**src/rtl/lfsr_test_ctrl.sv**
```systemverilog
// lfsr_test_ctrl: stimulus sequencer for the LFSR generator/checker pair.
//
// Runs one scripted self-test per accepted start request: soft-reset the pair
// with a seed, wait for lock, hold lock for RUN_CYCLES, force corruption until
// lock drops, then wait for re-lock. Reports pass/fail, the state where a
// failure happened, and the three measured latencies.
//
// Optional feature macro: LFSR_TEST_PAUSE_EN (adds i_pause, which freezes the
// wait states and drops o_valid while high).
//
// Ports:
//   i_clk          clock
//   i_rst          synchronous active-high reset
//   i_start        start-test request (sampled in IDLE only)
//   i_seed         requested seed (0 selects DEF_SEED)
//   i_lock         lock flag from the checker
//   i_pause        (LFSR_TEST_PAUSE_EN only) stall the wait states
//   o_seed         seed presented to the pair
//   o_soft_reset   one-cycle reset pulse to the pair
//   o_valid        LFSR advance enable
//   o_corrupt      corrupt-data control
//   o_busy         high in every state except IDLE
//   o_done         one-cycle pulse in PASS or FAIL
//   o_pass         result of the last completed test
//   o_fail_code    state in which the test failed (0 on pass)
//   o_lock_lat     cycles from WAIT_LOCK entry to first lock
//   o_unlock_lat   cycles from CORRUPT entry to first loss of lock
//   o_relock_lat   cycles from RECOVER entry to first lock

module lfsr_test_ctrl #(
    parameter logic [15:0] DEF_SEED   = 16'd300,
    parameter int unsigned RUN_CYCLES = 32,
    parameter int unsigned TIMEOUT    = 64,
    parameter int unsigned CNT_W      = 16
) (
    input  logic             i_clk,
    input  logic             i_rst,
    input  logic             i_start,
    input  logic [15:0]      i_seed,
    input  logic             i_lock,
`ifdef LFSR_TEST_PAUSE_EN
    input  logic             i_pause,
`endif
    output logic [15:0]      o_seed,
    output logic             o_soft_reset,
    output logic             o_valid,
    output logic             o_corrupt,
    output logic             o_busy,
    output logic             o_done,
    output logic             o_pass,
    output logic [2:0]       o_fail_code,
    output logic [CNT_W-1:0] o_lock_lat,
    output logic [CNT_W-1:0] o_unlock_lat,
    output logic [CNT_W-1:0] o_relock_lat
);

    // Encoding is visible externally through o_fail_code.
    typedef enum logic [2:0] {
        StIdle     = 3'd0,
        StSeed     = 3'd1,
        StWaitLock = 3'd2,
        StRun      = 3'd3,
        StCorrupt  = 3'd4,
        StRecover  = 3'd5,
        StPass     = 3'd6,
        StFail     = 3'd7
    } state_e;

    localparam logic [CNT_W-1:0] TimeoutLast = CNT_W'(TIMEOUT - 1);
    localparam logic [CNT_W-1:0] RunLast     = CNT_W'(RUN_CYCLES - 1);

    state_e           r_state;
    state_e           w_state_next;
    logic [CNT_W-1:0] r_cnt;
    logic [CNT_W-1:0] w_cnt_next;
    logic [CNT_W-1:0] w_cnt_inc;

    logic [15:0]      r_seed;
    logic             r_pass;
    logic [2:0]       r_fail_code;
    logic [CNT_W-1:0] r_lock_lat;
    logic [CNT_W-1:0] r_unlock_lat;
    logic [CNT_W-1:0] r_relock_lat;

    logic w_pause;
    logic w_wait_state;
    logic w_hold;
    logic w_start_acc;
    logic w_lock_we;
    logic w_unlock_we;
    logic w_relock_we;
    logic w_to_pass;
    logic w_to_fail;

`ifdef LFSR_TEST_PAUSE_EN
    assign w_pause = i_pause;
`else
    assign w_pause = 1'b0;
`endif

    assign w_wait_state = (r_state == StWaitLock) || (r_state == StRun) ||
                          (r_state == StCorrupt)  || (r_state == StRecover);
    // A paused wait state neither advances its counter nor evaluates exits.
    assign w_hold       = w_wait_state && w_pause;

    // Saturating increment: the counter never wraps.
    assign w_cnt_inc = (r_cnt == {CNT_W{1'b1}}) ? r_cnt : r_cnt + 1'b1;

    always_comb begin
        w_state_next = r_state;
        w_cnt_next   = r_cnt;
        w_start_acc  = 1'b0;
        w_lock_we    = 1'b0;
        w_unlock_we  = 1'b0;
        w_relock_we  = 1'b0;
        w_to_pass    = 1'b0;
        w_to_fail    = 1'b0;

        if (!w_hold) begin
            unique case (r_state)
                StIdle: begin
                    w_cnt_next = '0;
                    if (i_start) begin
                        w_state_next = StSeed;
                        w_start_acc  = 1'b1;
                    end
                end
                StSeed: begin
                    w_state_next = StWaitLock;
                    w_cnt_next   = '0;
                end
                // Events are checked before the timeout so they win a tie.
                StWaitLock: begin
                    if (i_lock) begin
                        w_lock_we    = 1'b1;
                        w_state_next = StRun;
                        w_cnt_next   = '0;
                    end else if (r_cnt == TimeoutLast) begin
                        w_to_fail    = 1'b1;
                    end else begin
                        w_cnt_next   = w_cnt_inc;
                    end
                end
                StRun: begin
                    if (!i_lock) begin
                        w_to_fail    = 1'b1;
                    end else if (r_cnt == RunLast) begin
                        w_state_next = StCorrupt;
                        w_cnt_next   = '0;
                    end else begin
                        w_cnt_next   = w_cnt_inc;
                    end
                end
                StCorrupt: begin
                    if (!i_lock) begin
                        w_unlock_we  = 1'b1;
                        w_state_next = StRecover;
                        w_cnt_next   = '0;
                    end else if (r_cnt == TimeoutLast) begin
                        w_to_fail    = 1'b1;
                    end else begin
                        w_cnt_next   = w_cnt_inc;
                    end
                end
                StRecover: begin
                    if (i_lock) begin
                        w_relock_we  = 1'b1;
                        w_to_pass    = 1'b1;
                    end else if (r_cnt == TimeoutLast) begin
                        w_to_fail    = 1'b1;
                    end else begin
                        w_cnt_next   = w_cnt_inc;
                    end
                end
                StPass, StFail: begin
                    w_state_next = StIdle;
                    w_cnt_next   = '0;
                end
                default: begin
                    w_state_next = StIdle;
                    w_cnt_next   = '0;
                end
            endcase

            if (w_to_pass) begin
                w_state_next = StPass;
                w_cnt_next   = '0;
            end
            if (w_to_fail) begin
                w_state_next = StFail;
                w_cnt_next   = '0;
            end
        end
    end

    always_ff @(posedge i_clk) begin
        if (i_rst) begin
            r_state      <= StIdle;
            r_cnt        <= '0;
            r_seed       <= DEF_SEED;
            r_pass       <= 1'b0;
            r_fail_code  <= 3'd0;
            r_lock_lat   <= '0;
            r_unlock_lat <= '0;
            r_relock_lat <= '0;
        end else begin
            r_state <= w_state_next;
            r_cnt   <= w_cnt_next;

            if (w_start_acc) begin
                r_seed       <= (i_seed == 16'd0) ? DEF_SEED : i_seed;
                r_pass       <= 1'b0;
                r_fail_code  <= 3'd0;
                r_lock_lat   <= '0;
                r_unlock_lat <= '0;
                r_relock_lat <= '0;
            end
            if (w_lock_we) begin
                r_lock_lat <= r_cnt;
            end
            if (w_unlock_we) begin
                r_unlock_lat <= r_cnt;
            end
            if (w_relock_we) begin
                r_relock_lat <= r_cnt;
            end
            // Results are latched on the transition so they are already valid
            // during the PASS/FAIL cycle that carries o_done.
            if (w_to_pass) begin
                r_pass      <= 1'b1;
                r_fail_code <= 3'd0;
            end
            if (w_to_fail) begin
                r_pass      <= 1'b0;
                r_fail_code <= r_state;
            end
        end
    end

    assign o_seed       = r_seed;
    assign o_soft_reset = (r_state == StSeed);
    assign o_valid      = w_wait_state && !w_pause;
    assign o_corrupt    = (r_state == StCorrupt);
    assign o_busy       = (r_state != StIdle);
    assign o_done       = (r_state == StPass) || (r_state == StFail);
    assign o_pass       = r_pass;
    assign o_fail_code  = r_fail_code;
    assign o_lock_lat   = r_lock_lat;
    assign o_unlock_lat = r_unlock_lat;
    assign o_relock_lat = r_relock_lat;

endmodule
```
**config.mk**
```make
export PLATFORM = sky130hd
export DESIGN_NAME = lfsr_test_ctrl
export DESIGN_NICKNAME = d
export VERILOG_FILES = /design/src/rtl/lfsr_test_ctrl.sv
export SDC_FILE = /design/constraint.sdc
export NUM_CORES = 1
export LEC_CHECK = 0
export BUFFER_PORTS_ARGS = -buffer_cell sky130_fd_sc_hd__buf_2
export CAP_MARGIN = 10
export CORE_MARGIN = 2
export CORE_UTILIZATION = 40
export DETAILED_ROUTE_END_ITERATION = 16
export GPL_ROUTABILITY_DRIVEN = 0
export PLACE_DENSITY = 0.68
export SKIP_CTS_REPAIR_TIMING = 1
export SLEW_MARGIN = 0
export SYNTH_ARGS = -nofsm -noshare
export SYNTH_HDL_FRONTEND = slang
export SYNTH_SLANG_ARGS = --single-unit
export TNS_END_PERCENT = 20
```
**constraint.sdc**
```tcl
create_clock -name i_clk -period 6.64 [get_ports i_clk]
set_input_delay 1.328 -clock i_clk [delete_from_list [all_inputs] [get_ports i_clk]]
set_output_delay 1.328 -clock i_clk [all_outputs]
set_load 0.05 [all_outputs]
```
==> qor.csv <==
stage,metric,value,unit
logic_synthesis,cell count after synthesis,542,
critical_path,CP peak stage delay,0.79,ns
detailed_routing,Vias,4263,
final_layout,diode count,0,
final_layout,ratio of cells with drive above 1 in the final layout,0.225,
grt,antenna violations before repair,0,
cts,CTS tree,done,
detailed_routing,DRT iter0 DRCs,408,
logic_synthesis,count of state elements after synthesis,87,
floorplanning,Core Rows,37,
cts,Root Buffer,clkbuf_8,
floorplanning,Die H,108,µm
cts,total CTS buffers,9,
sta,Final Hold Viols,0,
grt,vias in the first global route,3696,
critical_path,Worst path most repeated cell,inv_1,
critical_path,critical path peak fanout,23,
run_status,status,finished clean,
detailed_routing,Met3 Wirelength,859,µm
logic_synthesis,main flop type after synthesis,dfxtp_1,
detailed_routing,DRC,0,
hold_path,hold crit path type,register to register,
pwr,Pwr Density,286,mW/mm²
floorplanning,core footprint,0.0104,mm²
final_layout,nets,618,
detailed_routing,DR top layer,met4,
final_layout,Filler Cells Inserted,1067,
sta,post-layout minimum cycle time,3.47,ns
detailed_routing,Vias per Instance,5.79,
logic_synthesis,Cell variety after synth,67,
sta,fin. max-slew vios,0,
final_layout,FF+latch area,0.00174,mm²
sta,Clock Skews,0.0110,ns
grt,global-route usage over all layers,0.200,
placement,DP Wirelength,7850,µm
detailed_routing,wire length on met2,5430,µm
critical_path,"Critical Path, Cell by Cell",inv_1 -> ha_1 -> inv_1 -> buf_2,
critical_path,Top delay family on crit path,flip-flops,
detailed_routing,routed length on met1,5330,µm
cts,clk_lat worst skew,0.36,ns
logic_synthesis,largest area contributor in the synthesized netlist,dfxtp_1,
critical_path,slowest CP cell,dfxtp_1,
floorplanning,DIE WIDTH,108,µm
critical_path,CP bufs+invs,3,
logic_synthesis,total nets after synthesis,565,
cts,Worst-path clk slew,0.09,ns
sta,Tcrit/Tclk final,0.522,
final_layout,Multi-input gate area,0.00229,mm²
floorplanning,Starting Density,0.414,
sta,slew at the pin closest to its max-slew limit,1.01,ns
pwr,worst-case vdd ir drop,0.000422,V
grt,largest net degree at the start of global routing,65,
detailed_routing,router iterations before antenna repair,5,
cts,Clock Path Buffers,2,
logic_synthesis,"EDFF count, synth",0,
critical_path,crit path kind,register to output pin,
logic_synthesis,Synth Cell Area,0.00429,mm²
logic_synthesis,Synth area leaders,"dfxtp_1 (41%), a21oi_1 (9.1%), nand2_1 (7.6%)",
sta,slew margin rel.,0.327,
logic_synthesis,post-synth top area share,0.406,
floorplanning,Top Ports,93,
sta,hold_ws,0.455,ns
critical_path,CP Data Arrival Time,2.14,ns
critical_path,CP Data Required Time,5.31,ns
job,Max-cap violations,0,
grt,gr ovfl total,0,
logic_synthesis,synthesized area per cell,7.92,µm²
sta,Final setup viols,0,
critical_path,Critical Path Sink Type,output pin,
detailed_routing,final wirelength,11700,µm
final_layout,area delta synth->final,14.4,%
critical_path,CP startpoint kind,register,
detailed_routing,Wirelength per Cell,16.0,µm
logic_synthesis,"Seq/Total Area, Yosys",0.406,
logic_synthesis,Synth Warn #,0,
cts,H-tree lvl count,3,
cts,clk sink count,87,
placement,Buffers on Ports,92,
sta,FMAX,289,MHz
sta,Final TNS setup,0,ns
pwr,Leak Pwr,0.00191,µW
detailed_routing,Detail Route Antenna Nets,0,
logic_synthesis,"Async S/R FF share, synth",0,
sta,unrepaired setup endpoints after global routing,no,
pwr,Pwr Total,1400,µW
grt,first-pass GRT wire length,18600,µm
floorplanning,die area,0.0116,mm²
==> layout by cell type, fill, tap and decap left out, drive strengths merged, types with 10 or more instances in the layout <==
cell type / instances
nor3: 12
a21oi: 79
clkbuf: 10
buf: 97
dfxtp: 87
o21ai: 12
nand2b: 10
nand4: 11
nor2: 19
nand3: 56
nand2: 87
==> cell usage after synthesis (all sizes together) (4+ instances only) <==
cell,number
o22ai,6
a31oi,5
nand2,87
nor3b,5
o21a,4
inv,5
nor4,8
nor2,19
nand3,56
nand4,11
and3,8
nor3,12
clkbuf,37
buf,18
a211oi,5
and4,8
o211a,5
a311oi,4
dfxtp,87
a21oi,79
o21ai,12
nand2b,10
o211ai,6
==> logic make-up (layout without fill, tap and decap cells) <==
group | Yosys count | after routing | share of synthesized area
AOI/OAI and AO/OA | 147 | 147 | 0.222
xor gates and xnor gates | 3 | 3 | 0.00612
adders and majority gates | 3 | 3 | 0.00874
buffers and inverters | 60 | 118 | 0.0624
DFF | 87 | 87 | 0.406
muxes | 2 | 2 | 0.00466
and+or+nand+nor | 240 | 240 | 0.291
==> worst paths after layout <==
| check | end | slack [ns] | cells past startpoint | from |
|---|---|---|---|---|
| worst min-delay path | o_seed[15] | 0.46 | 2 | o_seed[15] |
| worst max register to register | r_cnt[7] | 3.85 | 6 | r_cnt[0] |
| worst min register to register | o_seed[15] | 0.46 | 2 | o_seed[15] |
| worst max-delay path | o_valid | 3.17 | 4 | r_state[2] |
==> tightest hold or removal path, stage by stage (launching register included) <==
cell and delay, ns:
dfxtp_1 0.32, nand2_1 0.05, a21oi_1 0.05
==> sequential cells by signal (all words and copies together) (netlist names) <==
name / cells
r_cnt: 16
o_pass: 1
o_relock_lat: 16
r_state: 3
o_seed: 16
o_fail_code: 3
o_unlock_lat: 16
o_lock_lat: 16
==> power breakdown <==
part	internal, µW	total (µW)	switching, µW	leakage [µW]
registers	549	602	53.4	0.000703
clock network	177	376	199	0.0000944
logic	119	426	307	0.00111
total	845	1400	560	0.00191
==> cell type report <==
| type | instances | area share |
|---|---|---|
| Timing Repair Buffer | 97 | 0.101 |
| Clock buffer | 10 | 0.0260 |
| Tap cell | 136 | 0.0346 |
| Multi-Input combinational cell | 395 | 0.465 |
| Sequential cell | 87 | 0.355 |
| Inverter | 5 | 0.00382 |
| Clock inverter | 6 | 0.0143 |
==> metal layers <==
layer,global-route usage,up-vias
met3,0.0581,17
met1,0.274,2034
met5,0,-
met4,0.0449,0
met2,0.313,156
li1,-,2056
==> through the flow <==
step / utilization / instance area (µm²) / instances / setup slack (ns)
2_1_floorplan: - / 4290 / 542 / 3.14
3_3_place_gp: 0.455 / 4710 / 720 / 3.35
3_5_place_dp: 0.455 / 4710 / 720 / 3.30
4_1_cts: 0.474 / 4910 / 736 / 3.20
5_1_grt: 0.474 / 4910 / 736 / 3.03
6_report: 0.474 / 4910 / 736 / 3.17
Note: power is estimated with default switching activity, not from simulation.
